**config.mk**
```make
export PLATFORM = sky130hd
export DESIGN_NAME = timer0_periph
export DESIGN_NICKNAME = d
export VERILOG_FILES = /design/src/rtl/timer0_periph.sv
export SDC_FILE = /design/constraint.sdc
export NUM_CORES = 1
export LEC_CHECK = 0
export CAP_MARGIN = 20
export CELL_PAD_IN_SITES_DETAIL_PLACEMENT = 1
export CELL_PAD_IN_SITES_GLOBAL_PLACEMENT = 1
export CORE_MARGIN = 5
export CORE_UTILIZATION = 30
export CTS_BUF_LIST = sky130_fd_sc_hd__clkbuf_8
export DETAILED_ROUTE_END_ITERATION = 8
export PLACE_DENSITY = 0.76
export SLEW_MARGIN = 20
export SYNTH_ARGS = -nofsm -noshare
export SYNTH_HDL_FRONTEND = slang
export SYNTH_SLANG_ARGS = --single-unit
```
**constraint.sdc**
```tcl
create_clock -name clk -period 6.6 [get_ports clk]
set_input_delay 0.99 -clock clk [delete_from_list [all_inputs] [get_ports clk]]
set_output_delay 0.99 -clock clk [all_outputs]
set_load 0.02 [all_outputs]
```
**src/rtl/timer0_periph.sv**
```systemverilog
// timer0_periph - 8-bit Timer/Counter0 with prescaler, compare unit A and
// overflow/compare interrupt flags, as a responder on the native memory bus.
//
// Ports
//   clk, rst      system clock; asynchronous active-high reset
//   mem_valid     bus request (already decoded for this block)
//   mem_addr      byte address, [4:2] selects the register
//   mem_wdata     write data, [7:0] used
//   mem_wstrb     0 = read, [0] = write low byte, other non-zero = ack only
//   mem_rdata     registered read data, upper 24 bits zero
//   mem_ready     one-cycle completion pulse, one cycle after acceptance
//   oc0a          compare output A pin
//   irq           level interrupt, |(TIFR0 & TIMSK0)
module timer0_periph (
    input  logic        clk,
    input  logic        rst,
    input  logic        mem_valid,
    input  logic [31:0] mem_addr,
    input  logic [31:0] mem_wdata,
    input  logic [3:0]  mem_wstrb,
    output logic [31:0] mem_rdata,
    output logic        mem_ready,
    output logic        oc0a,
    output logic        irq
);
    localparam logic [2:0] A_TCCR0A = 3'd0;
    localparam logic [2:0] A_TCCR0B = 3'd1;
    localparam logic [2:0] A_TCNT0  = 3'd2;
    localparam logic [2:0] A_OCR0A  = 3'd3;
    localparam logic [2:0] A_TIMSK0 = 3'd4;
    localparam logic [2:0] A_TIFR0  = 3'd5;

    logic [1:0] r_com;
    logic       r_wgm;
    logic [2:0] r_cs;
    logic [7:0] r_tcnt;
    logic [7:0] r_ocr;
    logic [1:0] r_timsk;
    logic       r_tov;
    logic       r_ocfa;
    logic       r_oc0a;
    logic       r_block;
    logic       r_ready;
    logic [7:0] r_rdata;
    logic [9:0] r_presc;

    logic [2:0] w_sel;
    logic [7:0] w_wd;
    logic       w_acc, w_wr, w_rd;
    logic       w_run, w_tick, w_cs_chg;
    logic [9:0] w_top;
    logic       w_tcnt_wr, w_match, w_force, w_tov_set;
    logic       w_tov_clr, w_ocf_clr;
    logic [7:0] w_tcnt_next;
    logic       w_oc_next;
    logic [7:0] w_rmux;
    logic       w_unused;

    assign w_sel  = mem_addr[4:2];
    assign w_wd   = mem_wdata[7:0];
    // Only accept while no completion is pending, so one request = one ack.
    assign w_acc  = mem_valid & ~r_ready;
    assign w_wr   = w_acc & mem_wstrb[0];
    assign w_rd   = w_acc & (mem_wstrb == 4'b0000);

    assign w_unused = ^{mem_addr[31:5], mem_addr[1:0], mem_wdata[31:8]};

    // Prescaler terminal count per clock select; 0, 6, 7 stop the timer.
    always_comb begin
        w_run = 1'b1;
        w_top = 10'd0;
        case (r_cs)
            3'd1:    w_top = 10'd0;
            3'd2:    w_top = 10'd7;
            3'd3:    w_top = 10'd63;
            3'd4:    w_top = 10'd255;
            3'd5:    w_top = 10'd1023;
            default: w_run = 1'b0;
        endcase
    end

    assign w_tick    = w_run & (r_presc == w_top);
    assign w_cs_chg  = w_wr & (w_sel == A_TCCR0B) & (w_wd[2:0] != r_cs);
    assign w_tcnt_wr = w_wr & (w_sel == A_TCNT0);
    // A bus load of TCNT0 wins over the tick: no increment, no compare.
    assign w_match   = w_tick & ~w_tcnt_wr & ~r_block & (r_tcnt == r_ocr);
    assign w_force   = w_wr & (w_sel == A_TCCR0B) & w_wd[7];
    // The next value after 0xFF is always 0x00 in both modes.
    assign w_tov_set = w_tick & ~w_tcnt_wr & (r_tcnt == 8'hFF);
    assign w_tov_clr = w_wr & (w_sel == A_TIFR0) & w_wd[0];
    assign w_ocf_clr = w_wr & (w_sel == A_TIFR0) & w_wd[1];
    assign w_tcnt_next = (r_wgm && (r_tcnt == r_ocr)) ? 8'h00 : r_tcnt + 8'd1;

    always_comb begin
        w_oc_next = r_oc0a;
        case (r_com)
            2'b01:   w_oc_next = ~r_oc0a;
            2'b10:   w_oc_next = 1'b0;
            2'b11:   w_oc_next = 1'b1;
            default: w_oc_next = r_oc0a;
        endcase
    end

    always_comb begin
        w_rmux = 8'h00;
        case (w_sel)
            A_TCCR0A: w_rmux = {r_com, 5'b00000, r_wgm};
            A_TCCR0B: w_rmux = {5'b00000, r_cs};
            A_TCNT0:  w_rmux = r_tcnt;
            A_OCR0A:  w_rmux = r_ocr;
            A_TIMSK0: w_rmux = {6'b000000, r_timsk};
            A_TIFR0:  w_rmux = {6'b000000, r_ocfa, r_tov};
            default:  w_rmux = 8'h00;
        endcase
    end

    always_ff @(posedge clk or posedge rst) begin
        if (rst) begin
            r_com   <= 2'b00;
            r_wgm   <= 1'b0;
            r_cs    <= 3'd0;
            r_tcnt  <= 8'h00;
            r_ocr   <= 8'h00;
            r_timsk <= 2'b00;
            r_tov   <= 1'b0;
            r_ocfa  <= 1'b0;
            r_oc0a  <= 1'b0;
            r_block <= 1'b0;
            r_ready <= 1'b0;
            r_rdata <= 8'h00;
            r_presc <= 10'd0;
        end else begin
            r_ready <= w_acc;
            if (w_rd) r_rdata <= w_rmux;

            if (!w_run || w_cs_chg || w_tick) r_presc <= 10'd0;
            else                              r_presc <= r_presc + 10'd1;

            if (w_tcnt_wr)   r_tcnt <= w_wd;
            else if (w_tick) r_tcnt <= w_tcnt_next;

            // Block survives until the first tick after the TCNT0 load.
            if (w_tcnt_wr)   r_block <= 1'b1;
            else if (w_tick) r_block <= 1'b0;

            if (w_match || w_force) r_oc0a <= w_oc_next;

            // Hardware set beats a same-edge write-1-to-clear.
            r_tov  <= w_tov_set | (r_tov & ~w_tov_clr);
            r_ocfa <= w_match   | (r_ocfa & ~w_ocf_clr);

            if (w_wr) begin
                case (w_sel)
                    A_TCCR0A: begin
                        r_com <= w_wd[7:6];
                        r_wgm <= w_wd[0];
                    end
                    A_TCCR0B: r_cs    <= w_wd[2:0];
                    A_OCR0A:  r_ocr   <= w_wd;
                    A_TIMSK0: r_timsk <= w_wd[1:0];
                    default:  ;
                endcase
            end
        end
    end

    assign mem_rdata = {24'h000000, r_rdata};
    assign mem_ready = r_ready;
    assign oc0a      = r_oc0a;
    assign irq       = |({r_ocfa, r_tov} & r_timsk);

endmodule

```
==> metrics, run 1 <==
vias in the first global route=between 2,000 and 2,500; diode count=0; antenna violations before repair=0; Top Ports=106; HP Class=reg2reg; Worst EP required=6.75 ns; Wirelength per Cell=between 15 and 20 um; Die Width=approximately 110 um; Hold Path Depth=1; Cell variety after synth=54; Final period util=between 50% and 60%; starting DRC count in detailed routing=just under 100; Pre-antenna DRT Iters=4; largest net degree at the start of global routing=48; Die Ht=107 um; Setup Viol. Count Final=0; first-pass GRT wire length=10,700 um; average cell area after synthesis=~10 um2; Setup crit start kind=input pin; H-tree depth=2; post-DR vias/cell=between 4 and 5; starting density of the core=around 31%; antenna-violating nets left=0; core area=a little over 9000 um2; sequential share of the synthesized area=about 42%; ratio of cells with drive above 1 in the final layout=between 10% and 20%; Pleak=~0.0014 uW; Worst Path Class, Setup=in2reg; Fin. Hold Viols=0; Routed WL=roughly 6700 um; post-CTS setup buffers=0; Rows=35; critical path peak fanout=11; total track usage=11.9%; CTS tree=yes; I/O Buffers=28; Final #Nets=roughly 380; Die ar.=11,300 um2; final worst clock skew=roughly 0.003 ns; FMAX=just under 300 MHz; synthesized flop and latch total=47; via count=around 2,000; slew of the pin with the lowest slew margin=0.823 ns; DR DRC count=0; total CTS buffers=5; max-capacitance violation count=0; fraction of registers with async set/reset=100%; cell count after synthesis=~280; number of synthesized flops with an enable pin=0; final slew viol count=0; HPWL after detailed placement=about 5000 um; FILL cells=between 1,000 and 1,500; Max VDD drop=between 0.00008 and 0.00009 V; area grow syn2layout=12.4%; pwr/cell area=between 200 and 300 nW/um2; status=finished, final reports clean; setup tns final=0 ns; clk_lat worst skew=~0.3 ns; CTS max path bufs=2; clock slew at reported path FFs=approximately 0.080 ns; GRT overflow=0; Max-slew headroom=a little under half; Worst R2R Path Depth=8; unrepaired setup endpoints after global routing=no; Critical Path End Type=flip-flop; root buffer cell=clkbuf_8; Netlist Area Pre-Place=2790 um2; Final Wtd Congestion=roughly 0.75; Final Critical Period=~3.5 ns; cell area after layout=about 3100 um2; multi-input logic area=1410 um2; register area=1180 um2; yosys warns=0; Cell Area, Placed=3050 um2; CP Data Arrival Time=3.61 ns; post-cts resize count=0; Hold Buf Count CTS=0; Most used DFF post-synth=dfrtp_1; clock sink count=47
[cell usage in the layout, fill, tap and decap left out, types with 6 or more instances in the layout]
cell and instances:
inv_1 9, clkdlybuf4s50_1 28, nor2_1 19, mux2i_1 7, dfrtp_1 47, mux2_2 17, clkbuf_8 6, o21ai_0 10
a221o_1 6, xor2_1 13, conb_1 24, nand2_1 24, nand3_1 9, o31ai_1 6, a21oi_1 7
[cell type report]
| type | count | share of cell area, % |
|---|---|---|
| clock inverter | 1 | 0.159 |
| inverter | 10 | 1.24 |
| timing repair buffer | 29 | 9.17 |
| tap | 111 | 4.42 |
| multi-input combinational | 208 | 44.9 |
| clock buffer | 6 | 2.63 |
| sequential | 47 | 37.5 |
[where the power goes]
part           leakage, uW  internal [uW]  switching, uW  total, uW
clock network    0.0000470           82.4           93.9        176
logic             0.000739            146            165        311
registers         0.000614            352           81.3        433
total              0.00140            580            340        921
[layer usage]
| layer | track usage (%) | vias to the layer above | wire length [um] |
|---|---|---|---|
| met2 | 20.5 | 45 | 3310 |
| met3 | 2.67 | 5 | 327 |
| met5 | 0 | - | 0 |
| met4 | 3.84 | 0 | 85 |
| li1 | - | 980 | - |
| met1 | 14.6 | 1018 | 2930 |
[synthesized netlist by cell type, drive strengths merged (2+ instances only)]
cell	number	area share, %
nand4	2	0.45
buf	29	8.0
nor4	3	0.67
a21oi	7	1.3
clkbuf	3	0.76
inv	10	1.3
nor4bb	2	0.72
a31oi	2	0.45
a221o	6	2.1
nor3	4	0.72
o22a	3	0.94
o21ai	13	2.3
or3	3	0.85
nor3b	4	1.1
mux2i	7	2.5
xor2	13	4.1
a21o	2	0.54
and4bb	2	0.90
dfrtp	47	42
and3	8	1.9
nor2	19	2.6
mux2	17	6.9
nand3	9	1.6
o31ai	6	1.6
a22oi	3	0.81
nor2b	2	0.45
ha	3	1.3
xnor2	5	1.6
nand2	25	3.4
[flip-flops by register name (all words and copies together) (netlist names)]
register and cells:
r_presc 10, r_ocr 8, r_rdata 8, r_tcnt 8
r_cs 3, r_com 2, r_timsk 2, mem_ready 1
oc0a 1, r_block 1, r_ocfa 1, r_tov 1
r_wgm 1
[worst max-delay path, stage by stage]
cell             delay, ns
clkdlybuf4s50_1       0.62
nor4bb_1              0.63
nand2_1               0.33
o22a_1                0.27
o211ai_1              0.63
nor2_1                0.12
[stage by stage]
step                setup slack, ns  hold slack [ns]  util, %  std cells  power, uW
finish                         3.15            0.486     34.3        412        921
detailed placement             2.71            0.477     33.3        405        750
floorplan                      3.95            0.448        -        298        667
global route                   2.85            0.511     34.3        412        984
CTS                            3.08            0.490     34.3        412        933
global placement               2.83            0.460     33.3        405        732
[logic make-up (layout without fill, tap and decap cells)]
logic type               Yosys count  after routing  synth area share [%]
AND/OR/NAND/NOR                   89             89                  17.0
AO/OA/AOI/OAI                     49             49                  13.1
flip-flops                        47             47                  42.1
buffers and inverters             43             46                  10.5
multiplexers                      25             25                  10.2
XOR/XNOR                          18             18                  5.64
adder cells (fa/ha/maj)            3              3                  1.34
other                              1             24                 0.134
[final timing paths]
| kind | startpoint | end | slack, ns |
|---|---|---|---|
| hold reg to reg | r_presc[0] | r_presc[0] | 0.49 |
| setup / recovery | mem_addr[4] | r_presc[8] | 3.15 |
| setup reg to reg | r_cs[1] | r_tcnt[4] | 3.45 |
| hold / removal | r_presc[0] | r_presc[0] | 0.49 |
| min in group asynchronous | rst | r_presc[5] | 1.13 |
| max in group asynchronous | rst | r_ocr[4] | 4.97 |
Power figures use the tool's default switching activity.
==> inputs of run 2 (changes only) <==
==> constraint.sdc (replaced) <==
create_clock -name clk -period 3.2 [get_ports clk]
set_input_delay 0.48 -clock clk [delete_from_list [all_inputs] [get_ports clk]]
set_output_delay 0.48 -clock clk [all_outputs]
set_load 0.02 [all_outputs]
==> run 2 against run 1 <==
Effect of this change:
- critical path depth grew 1
- clock skew grew 0.0057 ns
- cell count grew 1.9%
- sequential power grew 100%
- clock-buffer cell count shrank 1
- design area grew 3.2%
- critical path type is now reg2reg
==> metrics, run 2 (synthesis results as in run 1) <==
CTS tree=yes; clock slew at reported path FFs=~0.090 ns; Fin. Hold Viols=0; post-DR vias/cell=around 5; multi-input logic area=1410 um2; core area=slightly above 9000 um2; Critical Path End Type=flip-flop; antenna violations before repair=0; post-cts resize count=0; combinational power share=32.0%; starting DRC count in detailed routing=roughly 130; slew of the pin with the lowest slew margin=0.817 ns; starting density of the core=a little under a third; sequential share of power=between 40% and 50%; final worst clock skew=0.00873 ns; Crit path max-delay family=simple AND/OR/NAND/NOR gates; most frequent cells in the layout=dfrtp_1 (47), clkdlybuf4s50_1 (28), nand2_1 (24), conb_1 (24), nor2_1 (19); Top reg by flops=r_presc; DR DRC count=0; Setup crit start kind=flip-flop; Final period util=between 80 and 90%; Wirelength per Cell=approximately 15 um; clock sink count=47; Clk pwr share=roughly 25%; Hold Buf Count CTS=0; setup tns final=0 ns; max reg flops=10; CP cell instances=ha_1 > and2b_2 > or3_4 > a2111oi_4 > or2_1 > o21ai_1 > a221o_1; ratio of cells with drive above 1 in the final layout=approximately 15%; FILL cells=1,044; register area=~1200 um2; fin util=a little over a third; pwr/cell area=about 640 nW/um2; critical path peak fanout=10; I/O Buffers=28; max-capacitance violation count=0; CP Data Arrival Time=a little over 3 ns; largest net degree at the start of global routing=48; HPWL after detailed placement=~5000 um; first-pass GRT wire length=11,000 um; vias in the first global route=around 2,200; status=finished, final reports clean; H-tree depth=2; Worst Path Class, Setup=reg2reg; root buffer cell=clkbuf_8; crit path buf inv count=0; Final #Nets=382; diode count=0; FMAX=around 350 MHz; Final Critical Period=2.85 ns; Final Wtd Congestion=between 0.7 and 0.8; Rows=35; antenna-violating nets left=0; slowest CP cell=dfrtp_1; internal power=about 1400 uW; Die Ht=roughly 110 um; total CTS buffers=5; Switching Share=34.3%; Setup Viol. Count Final=0; CP peak stage delay=approximately 0.5 ns; Die ar.=between 10,000 and 15,000 um2; Sw Pwr=between 700 and 800 uW; clk_lat worst skew=0.30 ns; GRT overflow=0; Pre-antenna DRT Iters=4; Top Ports=roughly 110; Max VDD drop=slightly above 0.0002 V; final slew viol count=0; Pleak=approximately 0.0015 uW; post-CTS setup buffers=0; Max-slew headroom=45.5%; total track usage=between 10% and 20%; HP Class=reg2reg; via count=about 2,100; Routed WL=6510 um; Die Width=between 100 and 150 um; CTS max path bufs=2; Worst EP required=about 3.4 ns; commonest non-fill, non-tap cell in the layout=dfrtp_1; area grow syn2layout=16.0%; unrepaired setup endpoints after global routing=no
## run 2: cell type report
cell class                 instances  share of cell area [%]
multi-input combinational        208                    43.5
sequential                        47                    36.3
timing repair buffer              36                    10.5
tap                              111                    4.29
clock buffer                       5                    2.12
clock inverter                     3                    2.08
inverter                          10                    1.20
## run 2: power groups by stage
stage,sequential [uW],clock (uW),combinational (uW)
CTS,887,535,669
floorplan,869,0,506
finish,886,518,660
global route,912,555,735
global placement,887,0,642
detailed placement,899,0,664
## run 2: routing by layer
metal / vias to the layer above / track usage (%) / wire length (um)
met4: 0 / 3.11 / 63
met5: - / 0 / 0
met2: 47 / 20.6 / 3170
met3: 4 / 2.55 / 339
li1: 995 / - / -
met1: 1045 / 15.4 / 2940
## run 2: worst paths after layout
| kind | start | to | slack [ns] | cells after the start |
|---|---|---|---|---|
| setup / recovery | r_cs[2] | r_tcnt[3] | 0.35 | 7 |
| hold / removal | r_rdata[1] | r_rdata[1] | 0.49 | 2 |
| setup reg to reg | r_cs[2] | r_tcnt[3] | 0.35 | 7 |
| hold reg to reg | r_rdata[1] | r_rdata[1] | 0.49 | 2 |
| max in group asynchronous | rst | oc0a | 2.09 | 2 |
| min in group asynchronous | rst | r_tov | 0.63 | 2 |
## run 2: worst register-to-register path: stages (launching register included)
cell	delay, ns
dfrtp_1	0.50
ha_1	0.40
and2b_2	0.24
or3_4	0.39
a2111oi_4	0.47
or2_1	0.32
o21ai_1	0.12
a221o_1	0.31
## run 2: metrics by stage
stage / setup slack [ns] / cells / total power [uW] / cell area [um2] / hold slack [ns]
final: 0.345 / 420 / 2060 / 3240 / 0.486
after global routing: 0.192 / 420 / 2200 / 3240 / 0.522
after CTS: 0.342 / 420 / 2090 / 3240 / 0.494
after detailed placement: 0.341 / 412 / 1560 / 3100 / 0.472
after global placement: 0.402 / 412 / 1530 / 3100 / 0.461
after floorplan: 0.547 / 298 / 1380 / 2880 / 0.448
